`config.mk`:
```
export PLATFORM = sky130hd
export DESIGN_NAME = rs485_frame_echo_flat
export DESIGN_NICKNAME = d
export VERILOG_FILES = /design/src/rtl/rs485_frame_echo_if.sv /design/src/rtl/rs485_frame_echo.sv /design/src/flat_wrapper.sv
export SDC_FILE = /design/constraint.sdc
export NUM_CORES = 1
export LEC_CHECK = 0
export ABC_AREA = 1
export CORE_MARGIN = 10
export CORE_UTILIZATION = 55
export CTS_CLUSTER_SIZE = 40
export DETAILED_ROUTE_END_ITERATION = 6
export GPL_ROUTABILITY_DRIVEN = 1
export HOLD_SLACK_MARGIN = 0.06
export PLACE_DENSITY = 0.71
export SYNTH_ARGS = -nofsm -noshare
export SYNTH_HDL_FRONTEND = slang
export SYNTH_SLANG_ARGS = --single-unit
```
`constraint.sdc`:
```
create_clock -name clk -period 2.4 [get_ports clk]
set_input_delay 0.36 -clock clk [delete_from_list [all_inputs] [get_ports clk]]
set_output_delay 0.36 -clock clk [all_outputs]
set_load 0.01 [all_outputs]
```
`src/rtl/rs485_frame_echo_if.sv`:
```
// Bus between the RS485 frame-echo block and its UART/transceiver side.
interface rs485_frame_echo_if #(
  parameter int unsigned DATA_W = 8,
  parameter int unsigned ADDR_W = 6
) ();
  logic [DATA_W-1:0] rx_data;
  logic              rx_valid;
  logic [DATA_W-1:0] tx_data;
  logic              tx_start;
  logic              tx_busy;
  logic              de;
  logic [ADDR_W:0]   frame_len;
  logic              frame_done;
  logic              err_ovf;
  logic              err_tmo;
  logic              rx_drop;

  // UART side: supplies received bytes and TX busy, consumes TX strobes and status.
  modport master (
    output rx_data, rx_valid, tx_busy,
    input  tx_data, tx_start, de, frame_len, frame_done, err_ovf, err_tmo, rx_drop
  );

  modport slave (
    input  rx_data, rx_valid, tx_busy,
    output tx_data, tx_start, de, frame_len, frame_done, err_ovf, err_tmo, rx_drop
  );
endinterface

```
`src/rtl/rs485_frame_echo.sv`:
```
// Frames RX bytes between START_CHAR and a terminator, buffers one frame, echoes it with DE guard time.
// Optional saturating frame/error counters under `RS485_FRAME_STATS_EN.
module rs485_frame_echo #(
  parameter int unsigned DATA_W      = 8,
  parameter int unsigned ADDR_W      = 6,
  parameter logic [DATA_W-1:0] START_CHAR = DATA_W'(8'h53),
  parameter logic [DATA_W-1:0] TERM_CHAR0 = DATA_W'(8'h0D),
  parameter logic [DATA_W-1:0] TERM_CHAR1 = DATA_W'(8'h0A),
  parameter int unsigned TIMEOUT_CYC = 50000,
  parameter int unsigned GUARD_CYC   = 4
) (
  input  logic clk,
  input  logic reset,
  rs485_frame_echo_if.slave bus
`ifdef RS485_FRAME_STATS_EN
  ,
  output logic [15:0] stat_frames,
  output logic [15:0] stat_ovf,
  output logic [15:0] stat_tmo
`endif
);
  localparam int unsigned DEPTH = 2 ** ADDR_W;
  localparam int unsigned PTR_W = ADDR_W + 1;
  localparam int unsigned TMR_W = $clog2(TIMEOUT_CYC + 1);
  localparam int unsigned GRD_W = $clog2(GUARD_CYC + 1);
  localparam logic [PTR_W-1:0] LAST_ADDR = PTR_W'(DEPTH - 1);

  typedef enum logic [1:0] {R_IDLE, R_BODY, R_HOLD} rx_state_t;
  typedef enum logic [2:0] {T_IDLE, T_GUARD_ON, T_FETCH, T_SEND, T_WAIT, T_GUARD_OFF} tx_state_t;

  rx_state_t         rx_state;
  tx_state_t         tx_state;
  logic [DATA_W-1:0] mem [DEPTH];
  logic [PTR_W-1:0]  wptr, rptr, frame_len;
  logic [TMR_W-1:0]  timer;
  logic [GRD_W-1:0]  guard_cnt;
  logic [DATA_W-1:0] rd_data, tx_data;
  logic              frame_done, err_ovf, err_tmo, rx_drop, tx_start, de, wait_arm;
  logic              is_term;

  assign is_term = (bus.rx_data == TERM_CHAR0) || (bus.rx_data == TERM_CHAR1);

  // Receive framing and buffer ownership.
  always_ff @(posedge clk) begin
    if (reset) begin
      rx_state   <= R_IDLE;
      wptr       <= '0;
      timer      <= '0;
      frame_len  <= '0;
      frame_done <= 1'b0;
      err_ovf    <= 1'b0;
      err_tmo    <= 1'b0;
      rx_drop    <= 1'b0;
    end else begin
      frame_done <= 1'b0;
      err_ovf    <= 1'b0;
      err_tmo    <= 1'b0;
      rx_drop    <= 1'b0;
      case (rx_state)
        R_IDLE: begin
          if (bus.rx_valid && bus.rx_data == START_CHAR) begin
            mem[0]   <= bus.rx_data;
            wptr     <= PTR_W'(1);
            timer    <= '0;
            rx_state <= R_BODY;
          end
        end
        R_BODY: begin
          if (bus.rx_valid) begin
            mem[wptr[ADDR_W-1:0]] <= bus.rx_data;
            wptr  <= wptr + PTR_W'(1);
            timer <= '0;
            if (is_term) begin
              frame_len  <= wptr + PTR_W'(1);
              frame_done <= 1'b1;
              rx_state   <= R_HOLD;
            end else if (wptr == LAST_ADDR) begin
              err_ovf  <= 1'b1;
              rx_state <= R_IDLE;
            end
          end else if (timer == TMR_W'(TIMEOUT_CYC - 1)) begin
            err_tmo  <= 1'b1;
            rx_state <= R_IDLE;
          end else begin
            timer <= timer + TMR_W'(1);
          end
        end
        R_HOLD: begin
          if (bus.rx_valid) rx_drop <= 1'b1;
          // frame_done still high means TX has not yet left T_IDLE for this frame.
          if (tx_state == T_IDLE && !frame_done) rx_state <= R_IDLE;
        end
        default: rx_state <= R_IDLE;
      endcase
    end
  end

  // Echo transmitter with driver-enable turnaround guard.
  always_ff @(posedge clk) begin
    if (reset) begin
      tx_state  <= T_IDLE;
      rptr      <= '0;
      guard_cnt <= '0;
      rd_data   <= '0;
      tx_data   <= '0;
      tx_start  <= 1'b0;
      de        <= 1'b0;
      wait_arm  <= 1'b0;
    end else begin
      tx_start <= 1'b0;
      case (tx_state)
        T_IDLE: begin
          if (frame_done) begin
            de        <= 1'b1;
            guard_cnt <= '0;
            tx_state  <= T_GUARD_ON;
          end
        end
        T_GUARD_ON: begin
          if (guard_cnt == GRD_W'(GUARD_CYC - 1)) begin
            rptr     <= '0;
            tx_state <= T_FETCH;
          end else begin
            guard_cnt <= guard_cnt + GRD_W'(1);
          end
        end
        T_FETCH: begin
          rd_data  <= mem[rptr[ADDR_W-1:0]];
          tx_state <= T_SEND;
        end
        T_SEND: begin
          if (!bus.tx_busy) begin
            tx_data  <= rd_data;
            tx_start <= 1'b1;
            wait_arm <= 1'b0;
            tx_state <= T_WAIT;
          end
        end
        T_WAIT: begin
          // The UART needs a clock to raise busy after the strobe.
          if (!wait_arm) begin
            wait_arm <= 1'b1;
          end else if (!bus.tx_busy) begin
            rptr <= rptr + PTR_W'(1);
            if ((rptr + PTR_W'(1)) < frame_len) begin
              tx_state <= T_FETCH;
            end else begin
              guard_cnt <= '0;
              tx_state  <= T_GUARD_OFF;
            end
          end
        end
        T_GUARD_OFF: begin
          if (guard_cnt == GRD_W'(GUARD_CYC - 1)) begin
            de       <= 1'b0;
            tx_state <= T_IDLE;
          end else begin
            guard_cnt <= guard_cnt + GRD_W'(1);
          end
        end
        default: tx_state <= T_IDLE;
      endcase
    end
  end

  assign bus.tx_data    = tx_data;
  assign bus.tx_start   = tx_start;
  assign bus.de         = de;
  assign bus.frame_len  = frame_len;
  assign bus.frame_done = frame_done;
  assign bus.err_ovf    = err_ovf;
  assign bus.err_tmo    = err_tmo;
  assign bus.rx_drop    = rx_drop;

`ifdef RS485_FRAME_STATS_EN
  // Saturating event counters.
  always_ff @(posedge clk) begin
    if (reset) begin
      stat_frames <= '0;
      stat_ovf    <= '0;
      stat_tmo    <= '0;
    end else begin
      if (frame_done && stat_frames != 16'hFFFF) stat_frames <= stat_frames + 16'd1;
      if (err_ovf && stat_ovf != 16'hFFFF)       stat_ovf    <= stat_ovf + 16'd1;
      if (err_tmo && stat_tmo != 16'hFFFF)       stat_tmo    <= stat_tmo + 16'd1;
    end
  end
`endif
endmodule
```
`src/flat_wrapper.sv`:
```
// flat-port wrapper written by rule: the top's interface ports become plain ports
module rs485_frame_echo_flat 
#(
  parameter int unsigned DATA_W      = 8,
  parameter int unsigned ADDR_W      = 6,
  parameter logic [DATA_W-1:0] START_CHAR = DATA_W'(8'h53),
  parameter logic [DATA_W-1:0] TERM_CHAR0 = DATA_W'(8'h0D),
  parameter logic [DATA_W-1:0] TERM_CHAR1 = DATA_W'(8'h0A),
  parameter int unsigned TIMEOUT_CYC = 50000,
  parameter int unsigned GUARD_CYC   = 4
)
  (clk, reset, bus_rx_data, bus_rx_valid, bus_tx_busy, bus_tx_data, bus_tx_start, bus_de, bus_frame_len, bus_frame_done, bus_err_ovf, bus_err_tmo, bus_rx_drop);
  rs485_frame_echo_if #(.DATA_W(DATA_W), .ADDR_W(ADDR_W)) bus_i ();
  input  logic clk;
  input  logic reset;
  input wire logic [$bits(bus_i.rx_data)-1:0] bus_rx_data;
  input wire logic [$bits(bus_i.rx_valid)-1:0] bus_rx_valid;
  input wire logic [$bits(bus_i.tx_busy)-1:0] bus_tx_busy;
  output wire logic [$bits(bus_i.tx_data)-1:0] bus_tx_data;
  output wire logic [$bits(bus_i.tx_start)-1:0] bus_tx_start;
  output wire logic [$bits(bus_i.de)-1:0] bus_de;
  output wire logic [$bits(bus_i.frame_len)-1:0] bus_frame_len;
  output wire logic [$bits(bus_i.frame_done)-1:0] bus_frame_done;
  output wire logic [$bits(bus_i.err_ovf)-1:0] bus_err_ovf;
  output wire logic [$bits(bus_i.err_tmo)-1:0] bus_err_tmo;
  output wire logic [$bits(bus_i.rx_drop)-1:0] bus_rx_drop;
  assign bus_i.rx_data = bus_rx_data;
  assign bus_i.rx_valid = bus_rx_valid;
  assign bus_i.tx_busy = bus_tx_busy;
  assign bus_tx_data = bus_i.tx_data;
  assign bus_tx_start = bus_i.tx_start;
  assign bus_de = bus_i.de;
  assign bus_frame_len = bus_i.frame_len;
  assign bus_frame_done = bus_i.frame_done;
  assign bus_err_ovf = bus_i.err_ovf;
  assign bus_err_tmo = bus_i.err_tmo;
  assign bus_rx_drop = bus_i.rx_drop;
  rs485_frame_echo #(.DATA_W(DATA_W), .ADDR_W(ADDR_W), .START_CHAR(START_CHAR), .TERM_CHAR0(TERM_CHAR0), .TERM_CHAR1(TERM_CHAR1), .TIMEOUT_CYC(TIMEOUT_CYC), .GUARD_CYC(GUARD_CYC)) u_core (.clk(clk), .reset(reset), .bus(bus_i));
endmodule
```
==> results of run 1 <==
placed cells by master, fill, tap and decap left out, types with 47 or more instances in the layout:
cell / Yosys / layout
sky130_fd_sc_hd__nor2_1: 170 / 167
sky130_fd_sc_hd__clkbuf_16: 0 / 60
sky130_fd_sc_hd__inv_1: 371 / 369
sky130_fd_sc_hd__or2_2: 55 / 55
sky130_fd_sc_hd__dfxtp_1: 68 / 65
sky130_fd_sc_hd__o21ai_0: 47 / 47
sky130_fd_sc_hd__buf_4: 2 / 140
sky130_fd_sc_hd__nand3_1: 437 / 437
sky130_fd_sc_hd__edfxtp_1: 512 / 512
sky130_fd_sc_hd__nand2_1: 572 / 571
power by group through the flow:
| stage | Clock, W | Combinational, W | Sequential [W] |
|---|---|---|---|
| 2_1_floorplan | 0 | 0.000366 | 0.0112 |
| 3_3_place_gp | 0 | 0.000698 | 0.0112 |
| 3_5_place_dp | 0 | 0.000711 | 0.0112 |
| 4_1_cts | 0.00890 | 0.000715 | 0.0110 |
| 5_1_grt | 0.00932 | 0.000800 | 0.0110 |
| 6_report | 0.00882 | 0.000733 | 0.0110 |
metrics by stage:
step                      std cells  hold WS (ns)
after CTS                      3314         0.176
after detailed placement       3208         0.458
after global routing           3315         0.213
after floorplan                2546         0.441
final                          3315         0.210
after global placement         3208         0.454
synth_stat cells, drive strengths merged (12+ instances only):
| master | n | share of area [%] |
|---|---|---|
| xor2 | 12 | 0.41 |
| o21ai | 48 | 0.94 |
| inv | 377 | 5.5 |
| nand4 | 16 | 0.39 |
| nand3 | 438 | 8.6 |
| edfxtp | 512 | 60 |
| dfxtp | 68 | 5.3 |
| nand2 | 572 | 8.4 |
| clkbuf | 43 | 0.63 |
| nor2 | 178 | 2.8 |
| nor3 | 23 | 0.47 |
| buf | 82 | 1.6 |
| or2 | 67 | 1.6 |
| o211ai | 32 | 0.94 |
| a21oi | 41 | 0.80 |
per-layer routing:
metal | vias to the layer above | GRT usage, % | part of all wire (%)
met1 | 8782 | 30.5 | 40
met4 | 2 | 9.57 | 4.4
li1 | 8689 | - | -
met5 | - | 0 | 0.018
met3 | 185 | 4.76 | 9.2
met2 | 898 | 36.8 | 46
critical path, delay by kind of cell (launching register included):
| kind | cells | cell delay [ns] |
|---|---|---|
| compound gates | 1 | 0.31 |
| flops | 1 | 0.35 |
| buf+inv | 4 | 0.60 |
| simple gates | 6 | 0.95 |
cells by family (layout without fill, tap and decap cells):
family,Yosys count,count (layout)
xor gates and xnor gates,14,14
DFF,580,580
buffers and inverters,505,674
AOI/OAI and AO/OA,134,134
and+or+nand+nor,1302,1302
adders and majority gates,11,11
flip-flops by register name, indices dropped and copies added, names as in the netlist, 2 cells and up:
| register | cells |
|---|---|
| u_core.wptr | 7 |
| u_core.mem | 512 |
| u_core.guard_cnt | 3 |
| u_core.rptr | 7 |
| u_core.rx_state | 2 |
| u_core.timer | 16 |
| u_core.bus.frame_len | 7 |
| u_core.tx_state | 3 |
| u_core.rd_data | 8 |
| u_core.bus.tx_data | 8 |
final cells by class:
| class | count | area, µm² |
|---|---|---|
| Clock buffer | 76 | 1570 |
| Clock inverter | 30 | 279 |
| Fill cell | 3497 | 16500 |
| Inverter | 380 | 1440 |
| Multi-Input combinational cell | 1461 | 6800 |
| Sequential cell | 580 | 16700 |
| Tap cell | 600 | 751 |
| Timing Repair Buffer | 188 | 1640 |
worst max path at each step:
stage | cells after the start | endpoint | startpoint
5_1_grt | 11 | u_core.guard_cnt[2] | u_core.rptr[0]
3_5_place_dp | 9 | u_core.mem[3][3] | bus_rx_valid
2_1_floorplan | 11 | u_core.guard_cnt[0] | u_core.rptr[4]
4_1_cts | 8 | u_core.mem[2][6] | bus_rx_valid
6_report | 11 | u_core.rd_data[7] | u_core.rptr[0]
3_3_place_gp | 9 | u_core.mem[3][3] | bus_rx_valid
repair_timing:
item                       CTS  global route
gates resized for setup      1            10
cloned                       0             1
setup endpoints to repair    8            93
==> impl_table.tex, run 1 <==
\begin{tabular}{lr}
\hline
Metric & Value \\
\hline
\multicolumn{2}{l}{\textbf{Outcome}} \\
Status & complete, no violations \\
\multicolumn{2}{l}{\textbf{Power and ir drop}} \\
Internal power summed over all cells & 0.0163 W \\
Cell area power density & 705 nW/µm² \\
Proportion of power drawn by flip-flops and latches & 53.6\% \\
Net switching power figure & 0.00428 W \\
Comb power frac & 3.6\% \\
Sum of internal, switching and leakage power & 0.0206 W \\
Leakage power figure & 11.6 nW \\
Clock network fraction of design power & 42.9\% \\
Worst supply voltage drop on vdd & 648 µV \\
Switching part of the total & 20.8\% \\
\multicolumn{2}{l}{\textbf{Place}} \\
Placed Area & 27300 µm² \\
Placer Congestion & 0.920 \\
Number of input and output port buffers inserted & 32 \\
Final HPWL from detailed placement & 40.7 mm \\
DP Worst Slack & -0.670 ns \\
\multicolumn{2}{l}{\textbf{CTS}} \\
Root buffer cell & sky130\_fd\_sc\_hd\_\_clkbuf\_16 \\
Clock Latency Late Sink & 0.62 ns \\
Worst-path clk slew & 0.06 ns \\
Htree depth & 2 \\
Sink Count & 580 \\
Postcts setup bufs & 0 \\
Maximum buffer depth of the clock tree & 3 \\
TritonCTS clock tree & done \\
Number of buffers added by the clock tree synthesis step & 57 \\
\# hold bufs at CTS & 0 \\
\multicolumn{2}{l}{\textbf{Routing}} \\
Total detailed-routing wirelength & 66.1 mm \\
Post-detailed-route via-to-cell ratio & 5.60 \\
DRC & 0 \\
Number of detailed-routing iterations run before antenna repair & 7 \\
Average wire length per cell after detail routing & 19.9 µm \\
Vias post-DR & 18.6k \\
Antenna Nets Post-Route & 0 \\
DRT iter0 DRCs & 2335 \\
\multicolumn{2}{l}{\textbf{Floorplan}} \\
Starting utilization of the core area & 55.9\% \\
Total die area & 55400 µm² \\
Chip Width & 235 µm \\
I/O pin count & 33 \\
Chip height & 235 µm \\
Core Area & 45700 µm² \\
Core Rows & 78 \\
\multicolumn{2}{l}{\textbf{Logic synthesis}} \\
Total of warnings raised by yosys & 0 \\
Xor/xnor share of the synthesized area & 0.480\% \\
Total nets after synthesis & 2569 \\
Post-Syn Area per Cell & 10.0 µm² \\
Synth async-reset ratio & 0\% \\
Combinational family with the most area after synthesis & simple AND/OR/NAND/NOR gates \\
Dominant synthesized flop cell & sky130\_fd\_sc\_hd\_\_edfxtp\_1 \\
Simple-Gate Fraction of Synth Area & 22.5\% \\
Number of different library cells in the post-synthesis netlist & 38 \\
Number of enable flip-flop cells after synthesis & 512 \\
Sequential share of the synthesized area & 65.6\% \\
Multiplexer share of the synthesized area & 0\% \\
Flip-flop and latch count after synthesis & 580 \\
Cell area after technology mapping & 25500 µm² \\
Gate count after technology mapping & 2546 \\
Adder and majority gate portion of the synthesized area & 0.539\% \\
Complex-gate fraction of the synthesized area & 3.05\% \\
\multicolumn{2}{l}{\textbf{Global route}} \\
Gr usage total & 23.1\% \\
Aggregate global routing overflow & 0 \\
Maximum number of pins on one net before global-route repair & 97 \\
Via count of the first global-routing pass & 17.7k \\
First-pass GRT wire length & 101 mm \\
Initial antenna violation count & 3 \\
\multicolumn{2}{l}{\textbf{Setup path}} \\
Peak fanout along the critical path & 44 \\
FF-to-FF End & u\_core.rd\_data[7] \\
Cell with the most instances on the worst path & sky130\_fd\_sc\_hd\_\_nand3\_1 \\
Number of cells traversed by the worst register-to-register path & 11 \\
Delay of the slowest cell on the worst path & 0.35 ns \\
Crit. End Element & register \\
Worst-case register-to-register setup slack & 0.03 ns \\
Slowest-stage cell, CP & sky130\_fd\_sc\_hd\_\_dfxtp\_4 \\
Series of cell instances along the critical path & buf\_6 -> inv\_8 -> buf\_12 -> o21ai\_0 -> nand3\_1 -> nand3\_1 -> nand3\_1 -> nand3\_1 -> nand3\_1 -> nand2\_1 -> inv\_1 \\
R2R Path Start & u\_core.rptr[0] \\
Arrival time of the worst setup path & 2.88 ns \\
CP Data Required Time & 2.91 ns \\
Worst setup SP type & register \\
Category of the critical setup timing path & register to register \\
\multicolumn{2}{l}{\textbf{Timing}} \\
Total count of max-transition violations in the final report & 0 \\
Transition time at the pin with the least slew margin & 0.996 ns \\
Clk\_skew & 0.0220 ns \\
Setup tns final & 0 ns \\
Worst Setup Slack, final & 0.0295 ns \\
Final critical-path required period & 2.37 ns \\
Final clock period utilization by the worst path & 98.8\% \\
Setup-violating endpoint count in the final report & 0 \\
Count of final hold-check violations & 0 \\
Fmax & 422 MHz \\
Slew HR & 33.6\% \\
Setup repair after global routing missed its margin & no \\
\multicolumn{2}{l}{\textbf{Layout}} \\
Core utilization of the finished layout & 64.0\% \\
Synthesis-to-layout area growth & 14.5\% \\
Final standard cell area without fillers & 29200 µm² \\
Fraction of final layout cells with drive strength greater than 1 & 12.1\% \\
Ant diodes & 0 \\
Final nets & 2691 \\
\multicolumn{2}{l}{\textbf{Worst hold path}} \\
Hold Path Cell Cnt & 4 \\
Endpoint with the worst hold slack & u\_core.bus.frame\_done \\
Worst min-delay path class & input pin to register \\
Start point of the worst hold path & bus\_rx\_data[7] \\
\multicolumn{2}{l}{\textbf{Flow run}} \\
Max Cap Violations & 0 \\
\hline
\end{tabular}
Note: power is estimated with default switching activity, not from simulation.
==> inputs of run 2 (changes only) <==
--- a/config.mk
+++ b/config.mk
@@ -7,12 +7,11 @@
 export LEC_CHECK = 0
 export ABC_AREA = 1
 export CORE_MARGIN = 10
-export CORE_UTILIZATION = 55
+export CORE_UTILIZATION = 40
 export CTS_CLUSTER_SIZE = 40
 export DETAILED_ROUTE_END_ITERATION = 6
 export GPL_ROUTABILITY_DRIVEN = 1
 export HOLD_SLACK_MARGIN = 0.06
-export PLACE_DENSITY = 0.71
 export SYNTH_ARGS = -nofsm -noshare
 export SYNTH_HDL_FRONTEND = slang
 export SYNTH_SLANG_ARGS = --single-unit
==> run 2 against run 1 <==
Compared with the run above:
- clock skew down 0.0018 ns
- combinational power rose by 4.0%
- largest cell class unchanged
- critical path type unchanged
- cell count rose by 8.1%
- routed wire length is 4.2% higher
- critical endpoint is now u_core.guard_cnt[0]
- critical path depth is the same
- global-route usage fell by 4.8 points
- maximum frequency rose by 3.0%
- largest power group unchanged
- sequential power about the same
- total power grew 6.2%
- hold slack better by 0.0073 ns
==> impl_table.tex, run 2 (synthesis results as in run 1) <==
\begin{tabular}{lr}
\hline
Metric & Value \\
\hline
\multicolumn{2}{l}{\textbf{Outcome}} \\
Status & complete, no violations \\
\multicolumn{2}{l}{\textbf{Setup path}} \\
Slowest-stage cell, CP & sky130\_fd\_sc\_hd\_\_dfxtp\_4 \\
Worst-case register-to-register setup slack & 0.1 ns (+0.07 ns) \\
Worst setup SP type & register \\
Delay of the slowest cell on the worst path & 0.36 ns (about the same) \\
CP Data Required Time & 2.91 ns (about the same) \\
Crit. End Element & register \\
Cell with the most instances on the worst path & sky130\_fd\_sc\_hd\_\_nand3\_2 \\
Arrival time of the worst setup path & 2.81 ns (-0.07 ns) \\
Category of the critical setup timing path & register to register \\
Peak fanout along the critical path & 4 (-91\%) \\
Series of cell instances along the critical path & ha\_2 -> nand3\_2 -> nor3\_2 -> xor2\_1 -> ha\_1 -> a21oi\_1 -> o21a\_1 -> nand3\_2 -> nand2\_2 -> inv\_2 -> o211a\_1 \\
\multicolumn{2}{l}{\textbf{CTS}} \\
Number of buffers added by the clock tree synthesis step & 60 (+5.3\%) \\
Worst-path clk slew & 0.06 ns (about the same) \\
Sink Count & 580 (unchanged) \\
\# hold bufs at CTS & 0 (unchanged) \\
Maximum buffer depth of the clock tree & 3 (unchanged) \\
Htree depth & 2 (unchanged) \\
Clock Latency Late Sink & 0.63 ns (about the same) \\
Root buffer cell & sky130\_fd\_sc\_hd\_\_clkbuf\_16 \\
TritonCTS clock tree & done \\
\multicolumn{2}{l}{\textbf{Power and ir drop}} \\
Cell area power density & 730 nW/µm² (+3.6\%) \\
Comb power frac & 3.5\% (about the same) \\
Internal power summed over all cells & 0.0173 W (+6.3\%) \\
Worst supply voltage drop on vdd & 571 µV (-12\%) \\
Net switching power figure & 0.00453 W (+5.9\%) \\
Clock network fraction of design power & 46.1\% (+3.2 points) \\
Proportion of power drawn by flip-flops and latches & 50.4\% (-3.2 points) \\
Switching part of the total & 20.7\% (-0.059 points) \\
Leakage power figure & 11.9 nW (+1.8\%) \\
\multicolumn{2}{l}{\textbf{Layout}} \\
Final nets & 2709 (+0.67\%) \\
Flip-flop count of the largest register, all copies and words added & 512 (unchanged) \\
Final Non-Filler Cells & 3584 (+8.1\%) \\
Reg with most FFs & u\_core.mem \\
Fraction of final layout cells with drive strength greater than 1 & 13.2\% (+1.1 points) \\
Filler cell count & 5849 (+67\%) \\
Most used cells in the layout excluding fill and tap cells & sky130\_fd\_sc\_hd\_\_nand2\_1 (571), sky130\_fd\_sc\_hd\_\_edfxtp\_1 (512), sky130\_fd\_sc\_hd\_\_nand3\_1 (435), sky130\_fd\_sc\_hd\_\_inv\_1 (369), sky130\_fd\_sc\_hd\_\_nor2\_1 (166) \\
Regs by FF count & u\_core.mem: 512 flops, u\_core.timer: 16 flops \\
Synthesis-to-layout area growth & 17.4\% \\
Most common cell after layout, fill and taps aside & sky130\_fd\_sc\_hd\_\_nand2\_1 \\
\multicolumn{2}{l}{\textbf{Floorplan}} \\
I/O pin count & 33 (unchanged) \\
Chip Width & 273 µm (+16\%) \\
Starting utilization of the core area & 40.5\% (-15 points) \\
Core Rows & 92 (+18\%) \\
Chip height & 273 µm (+16\%) \\
Core Area & 63100 µm² (+38\%) \\
Total die area & 74300 µm² (+34\%) \\
\multicolumn{2}{l}{\textbf{Global route}} \\
Maximum number of pins on one net before global-route repair & 89 (-8.2\%) \\
Via count of the first global-routing pass & 18.2k (+3.0\%) \\
Gr usage total & 18.3\% (-4.8 points) \\
Initial antenna violation count & 1 (-2) \\
First-pass GRT wire length & 106 mm (+4.9\%) \\
Aggregate global routing overflow & 0 (unchanged) \\
\multicolumn{2}{l}{\textbf{Place}} \\
Placer Congestion & 0.883 (-4.0\%) \\
\# placed instances & 3469 (+8.1\%) \\
Final HPWL from detailed placement & 43.4 mm (+6.7\%) \\
Number of input and output port buffers inserted & 32 (unchanged) \\
\multicolumn{2}{l}{\textbf{Timing}} \\
Count of final hold-check violations & 0 (unchanged) \\
Setup tns final & 0 ns (unchanged) \\
Total count of max-transition violations in the final report & 0 (unchanged) \\
Setup-violating endpoint count in the final report & 0 (unchanged) \\
Slew HR & 33.7\% (+0.049 points) \\
Worst hold slack & 0.218 ns (+0.00734 ns) \\
Transition time at the pin with the least slew margin & 0.995 ns (-0.000732 ns) \\
Final critical-path required period & 2.30 ns (-0.0701 ns) \\
Final clock period utilization by the worst path & 95.8\% (-2.9 points) \\
Clk\_skew & 0.0203 ns (-0.00177 ns) \\
Setup repair after global routing missed its margin & yes \\
Fmax & 435 MHz (+3.0\%) \\
\multicolumn{2}{l}{\textbf{Routing}} \\
Total detailed-routing wirelength & 68.8 mm (+4.2\%) \\
Average wire length per cell after detail routing & 19.2 µm (-3.7\%) \\
Post-detailed-route via-to-cell ratio & 5.08 (-9.2\%) \\
DRT iter0 DRCs & 1740 (-25\%) \\
Vias post-DR & 18.2k (-1.8\%) \\
DRC & 0 (unchanged) \\
Number of detailed-routing iterations run before antenna repair & 7 (unchanged) \\
Antenna Nets Post-Route & 0 (unchanged) \\
\multicolumn{2}{l}{\textbf{Flow run}} \\
Max Cap Violations & 0 (unchanged) \\
\multicolumn{2}{l}{\textbf{Worst hold path}} \\
Worst min-delay path class & input pin to register \\
\hline
\end{tabular}
[run 2: area by class of cell]
class / instances / area, µm² / share of cell area [%]
Antenna cell: 1 / 2.50 / 0.00835
Sequential cell: 580 / 16700 / 55.9
Multi-Input combinational cell: 1461 / 6820 / 22.7
Inverter: 380 / 1440 / 4.79
Tap cell: 846 / 1060 / 3.53
Clock buffer: 64 / 1540 / 5.13
Timing Repair Buffer: 203 / 1760 / 5.88
Clock inverter: 49 / 608 / 2.03
[run 2: worst max-delay path, delay by kind of cell, from the launching register on]
family	cells	cell delay, ns
and+or+nand+nor	4	0.55
AOI/OAI and AO/OA	3	0.51
adders and majority gates	2	0.50
DFF	1	0.36
xor gates and xnor gates	1	0.22
buffers and inverters	1	0.05
[run 2: power by group through the flow]
stage                     sequential (W)  clock [W]  combinational [W]
after global placement            0.0112          0           0.000736
after detailed placement          0.0112          0           0.000746
after CTS                         0.0110     0.0102           0.000750
final                             0.0110     0.0101           0.000762
after global routing              0.0110     0.0107           0.000840
after floorplan                   0.0112          0           0.000366
[run 2: path summary, 6_finish.rpt]
| kind | startpoint | to | cells past startpoint |
|---|---|---|---|
| worst min-delay path | bus_rx_data[6] | u_core.mem[57][6] | 2 |
| worst min register to register | u_core.wait_arm | u_core.wait_arm | 2 |
| worst max-delay path | u_core.rptr[0] | u_core.guard_cnt[0] | 11 |
| worst max register to register | u_core.rptr[0] | u_core.guard_cnt[0] | 11 |
[run 2: through the flow]
step,instance area [µm²],setup WS (ns),total power [W],utilization (%)
after global routing,30000,-0.0974,0.0225,47.5
after floorplan,25500,0.209,0.0116,-
after detailed placement,27800,-0.614,0.0120,44.0
after CTS,29900,0.0203,0.0220,47.4
after global placement,27800,-0.595,0.0120,44.0
final,30000,0.0996,0.0219,47.5
[run 2: timing repair]
action | CTS | global route
pin swaps | 0 | 4
endpoints found under the setup margin | 16 | 150
gates resized for setup | 2 | 11
buffers inserted | 0 | 1
[run 2: layer usage]
| layer | up-vias | global-route usage, % | routed length (µm) |
|---|---|---|---|
| met2 | 629 | 31.2 | 33100 |
| met5 | - | 0 | 0 |
| met4 | 0 | 6.07 | 1950 |
| met1 | 8750 | 23.6 | 29300 |
| li1 | 8729 | - | - |
| met3 | 115 | 2.79 | 4530 |
==> inputs of run 3 (changes only) <==
--- a/config.mk
+++ b/config.mk
@@ -6,7 +6,7 @@
 export NUM_CORES = 1
 export LEC_CHECK = 0
 export ABC_AREA = 1
-export CORE_MARGIN = 10
+export CORE_MARGIN = 1
 export CORE_UTILIZATION = 40
 export CTS_CLUSTER_SIZE = 40
 export DETAILED_ROUTE_END_ITERATION = 6
==> run 3 against run 2 <==
Compared with the run above:
- hold slack worse by 0.086 ns
- sequential power hardly changed
- die area is 13% lower
- design area is 0.46% lower
- highest routed layer unchanged
==> impl_table.tex, run 3 (synthesis results as in run 1) <==
\begin{tabular}{lr}
\hline
Metric & Value \\
\hline
\multicolumn{2}{l}{\textbf{Flow run}} \\
Max Cap Violations & 0 (unchanged) \\
\multicolumn{2}{l}{\textbf{Layout}} \\
Core utilization of the finished layout & 47.3\% (-0.22 points) \\
Most common cell after layout, fill and taps aside & sky130\_fd\_sc\_hd\_\_nand2\_1 \\
Filler cell count & 5848 (-0.017\%) \\
Most used cells in the layout excluding fill and tap cells & sky130\_fd\_sc\_hd\_\_nand2\_1 (571), sky130\_fd\_sc\_hd\_\_edfxtp\_1 (512), sky130\_fd\_sc\_hd\_\_nand3\_1 (437), sky130\_fd\_sc\_hd\_\_inv\_1 (369), sky130\_fd\_sc\_hd\_\_nor2\_1 (168) \\
Final Non-Filler Cells & 3570 (-0.39\%) \\
Regs by FF count & u\_core.mem: 512 flops, u\_core.timer: 16 flops \\
Fraction of final layout cells with drive strength greater than 1 & 12.4\% (-0.85 points) \\
Flip-flop count of the largest register, all copies and words added & 512 (unchanged) \\
Synthesis-to-layout area growth & 16.9\% \\
Ant diodes & 0 (-1) \\
Reg with most FFs & u\_core.mem \\
Final nets & 2695 (-0.52\%) \\
\multicolumn{2}{l}{\textbf{Setup path}} \\
Peak fanout along the critical path & 66 (+62) \\
Slowest-stage cell, CP & sky130\_fd\_sc\_hd\_\_dfxtp\_4 \\
Series of cell instances along the critical path & buf\_16 -> inv\_6 -> buf\_16 -> nand2\_1 -> nand3\_1 -> nand3\_1 -> nand3\_1 -> nand3\_1 -> nand3\_1 -> nand3\_1 -> nand2\_1 -> inv\_1 \\
Crit. End Element & register \\
Category of the critical setup timing path & register to register \\
Worst setup SP type & register \\
CP Data Required Time & 2.93 ns (+0.02 ns) \\
Critical path buffers and inverters & 4 (+3) \\
Critical Path Source & u\_core.rptr[0] \\
Worst-case register-to-register setup slack & 0.08 ns (-0.02 ns) \\
Top delay family on crit path & simple AND/OR/NAND/NOR gates \\
R2R Path Start & u\_core.rptr[0] \\
Arrival time of the worst setup path & 2.85 ns (+0.04 ns) \\
Cell with the most instances on the worst path & sky130\_fd\_sc\_hd\_\_nand3\_1 \\
Delay of the slowest cell on the worst path & 0.36 ns (about the same) \\
\multicolumn{2}{l}{\textbf{CTS}} \\
Sink Count & 580 (unchanged) \\
Worst-path clk slew & 0.06 ns (about the same) \\
Root buffer cell & sky130\_fd\_sc\_hd\_\_clkbuf\_16 \\
\# hold bufs at CTS & 0 (unchanged) \\
TritonCTS clock tree & done \\
Clock Latency Late Sink & 0.64 ns (about the same) \\
Number of buffers added by the clock tree synthesis step & 61 (+1.7\%) \\
Maximum buffer depth of the clock tree & 3 (unchanged) \\
Htree depth & 2 (unchanged) \\
\multicolumn{2}{l}{\textbf{Timing}} \\
Count of final hold-check violations & 0 (unchanged) \\
Setup-violating endpoint count in the final report & 0 (unchanged) \\
Worst Setup Slack, final & 0.0820 ns (-0.0177 ns) \\
Fmax & 431 MHz (-0.76\%) \\
Total count of max-transition violations in the final report & 0 (unchanged) \\
Final clock period utilization by the worst path & 96.6\% (+0.74 points) \\
Clk\_skew & 0.0199 ns (-0.000374 ns) \\
Slew HR & 32.6\% (-1.1 points) \\
Transition time at the pin with the least slew margin & 1.01 ns (+0.0158 ns) \\
Final critical-path required period & 2.32 ns (+0.0177 ns) \\
\multicolumn{2}{l}{\textbf{Routing}} \\
Post-detailed-route via-to-cell ratio & 5.11 (+0.44\%) \\
Average wire length per cell after detail routing & 19.4 µm (+1.2\%) \\
Antenna Nets Post-Route & 0 (unchanged) \\
Vias post-DR & 18.2k (+0.049\%) \\
Number of detailed-routing iterations run before antenna repair & 6 (-1) \\
Total detailed-routing wirelength & 69.4 mm (+0.84\%) \\
DRT iter0 DRCs & 1934 (+11\%) \\
DRC & 0 (unchanged) \\
\multicolumn{2}{l}{\textbf{Power and ir drop}} \\
Worst supply voltage drop on vdd & 551 µV (-3.4\%) \\
Sum of internal, switching and leakage power & 0.0215 W (-1.6\%) \\
Cell area power density & 722 nW/µm² (-1.1\%) \\
Leakage power figure & 11.8 nW (-0.75\%) \\
\multicolumn{2}{l}{\textbf{Floorplan}} \\
Total die area & 64800 µm² (-13\%) \\
Starting utilization of the core area & 40.5\% (unchanged) \\
Core Rows & 92 (unchanged) \\
Core Area & 63100 µm² (unchanged) \\
I/O pin count & 33 (unchanged) \\
Chip height & 255 µm (-6.6\%) \\
Chip Width & 255 µm (-6.6\%) \\
\multicolumn{2}{l}{\textbf{Place}} \\
Final HPWL from detailed placement & 42.8 mm (-1.5\%) \\
\# placed instances & 3451 (-0.52\%) \\
Number of input and output port buffers inserted & 32 (unchanged) \\
DP Worst Slack & -0.581 ns (+0.0324 ns) \\
Placer Congestion & 0.940 (+6.4\%) \\
\multicolumn{2}{l}{\textbf{Worst hold path}} \\
Worst min-delay path class & input pin to register \\
Start point of the worst hold path & bus\_rx\_data[3] \\
\multicolumn{2}{l}{\textbf{Global route}} \\
First-pass GRT wire length & 104 mm (-1.7\%) \\
Initial antenna violation count & 0 (-1) \\
Aggregate global routing overflow & 0 (unchanged) \\
Gr usage total & 21.4\% (+3.1 points) \\
Via count of the first global-routing pass & 17.6k (-3.2\%) \\
Maximum number of pins on one net before global-route repair & 113 (+27\%) \\
\multicolumn{2}{l}{\textbf{Outcome}} \\
Status & complete, no violations \\
\hline
\end{tabular}
## run 3: area by class of cell
| type | count | area [µm²] | share of cell area, % |
|---|---|---|---|
| sequential | 580 | 16700 | 56.1 |
| multi-input combinational | 1461 | 6800 | 22.8 |
| timing repair buffer | 188 | 1710 | 5.74 |
| clock buffer | 72 | 1610 | 5.40 |
| inverter | 380 | 1430 | 4.81 |
| tap | 846 | 1060 | 3.55 |
| clock inverter | 43 | 470 | 1.58 |
## run 3: path summary, 6_finish.rpt
check / to / depth (start not counted)
setup / recovery: u_core.rd_data[2] / 12
hold / removal: u_core.mem[36][3] / 1
setup reg to reg: u_core.rd_data[2] / 12
hold reg to reg: u_core.wait_arm / 2
## run 3: where the power goes
part,leakage [nW],total [W],internal (W),switching (W)
logic,5.60,0.000755,0.000199,0.000556
clock network,1.01,0.00974,0.00584,0.00390
registers,5.15,0.0110,0.0110,0.0000285
total,11.8,0.0215,0.0170,0.00448
## run 3: metal layers
| layer | routed length (µm) | part of all wire (%) | global-route usage [%] |
|---|---|---|---|
| met5 | 0 | 0 | 0 |
| met4 | 2600 | 3.7 | 7.77 |
| met3 | 4830 | 7.0 | 3.58 |
| met2 | 32600 | 47 | 35.1 |
| met1 | 29400 | 42 | 28.6 |
## run 3: per-stage QoR
stage | TNS [ns] | cell area [µm²] | hold WS [ns]
2_1_floorplan | 0 | 25500 | 0.441
3_3_place_gp | -103.18 | 27600 | 0.455
3_5_place_dp | -96.37 | 27600 | 0.461
4_1_cts | 0 | 29700 | 0.0974
5_1_grt | -0.0273 | 29800 | 0.0925
6_report | 0 | 29800 | 0.132
## run 3: repair_timing
action,in CTS,in global routing
cloned,0,3
endpoints found under the setup margin,94,18
pin swaps,0,2
buffers inserted,0,1
gates resized for setup,2,9
## run 3: worst reg2reg max path, cell delays in order (launching register included)
cell and delay, ns:
sky130_fd_sc_hd__dfxtp_4 0.36, sky130_fd_sc_hd__buf_16 0.18, sky130_fd_sc_hd__inv_6 0.14, sky130_fd_sc_hd__buf_16 0.25
sky130_fd_sc_hd__nand2_1 0.14, sky130_fd_sc_hd__nand3_1 0.10, sky130_fd_sc_hd__nand3_1 0.11, sky130_fd_sc_hd__nand3_1 0.19
sky130_fd_sc_hd__nand3_1 0.21, sky130_fd_sc_hd__nand3_1 0.24, sky130_fd_sc_hd__nand3_1 0.16, sky130_fd_sc_hd__nand2_1 0.09
sky130_fd_sc_hd__inv_1 0.04
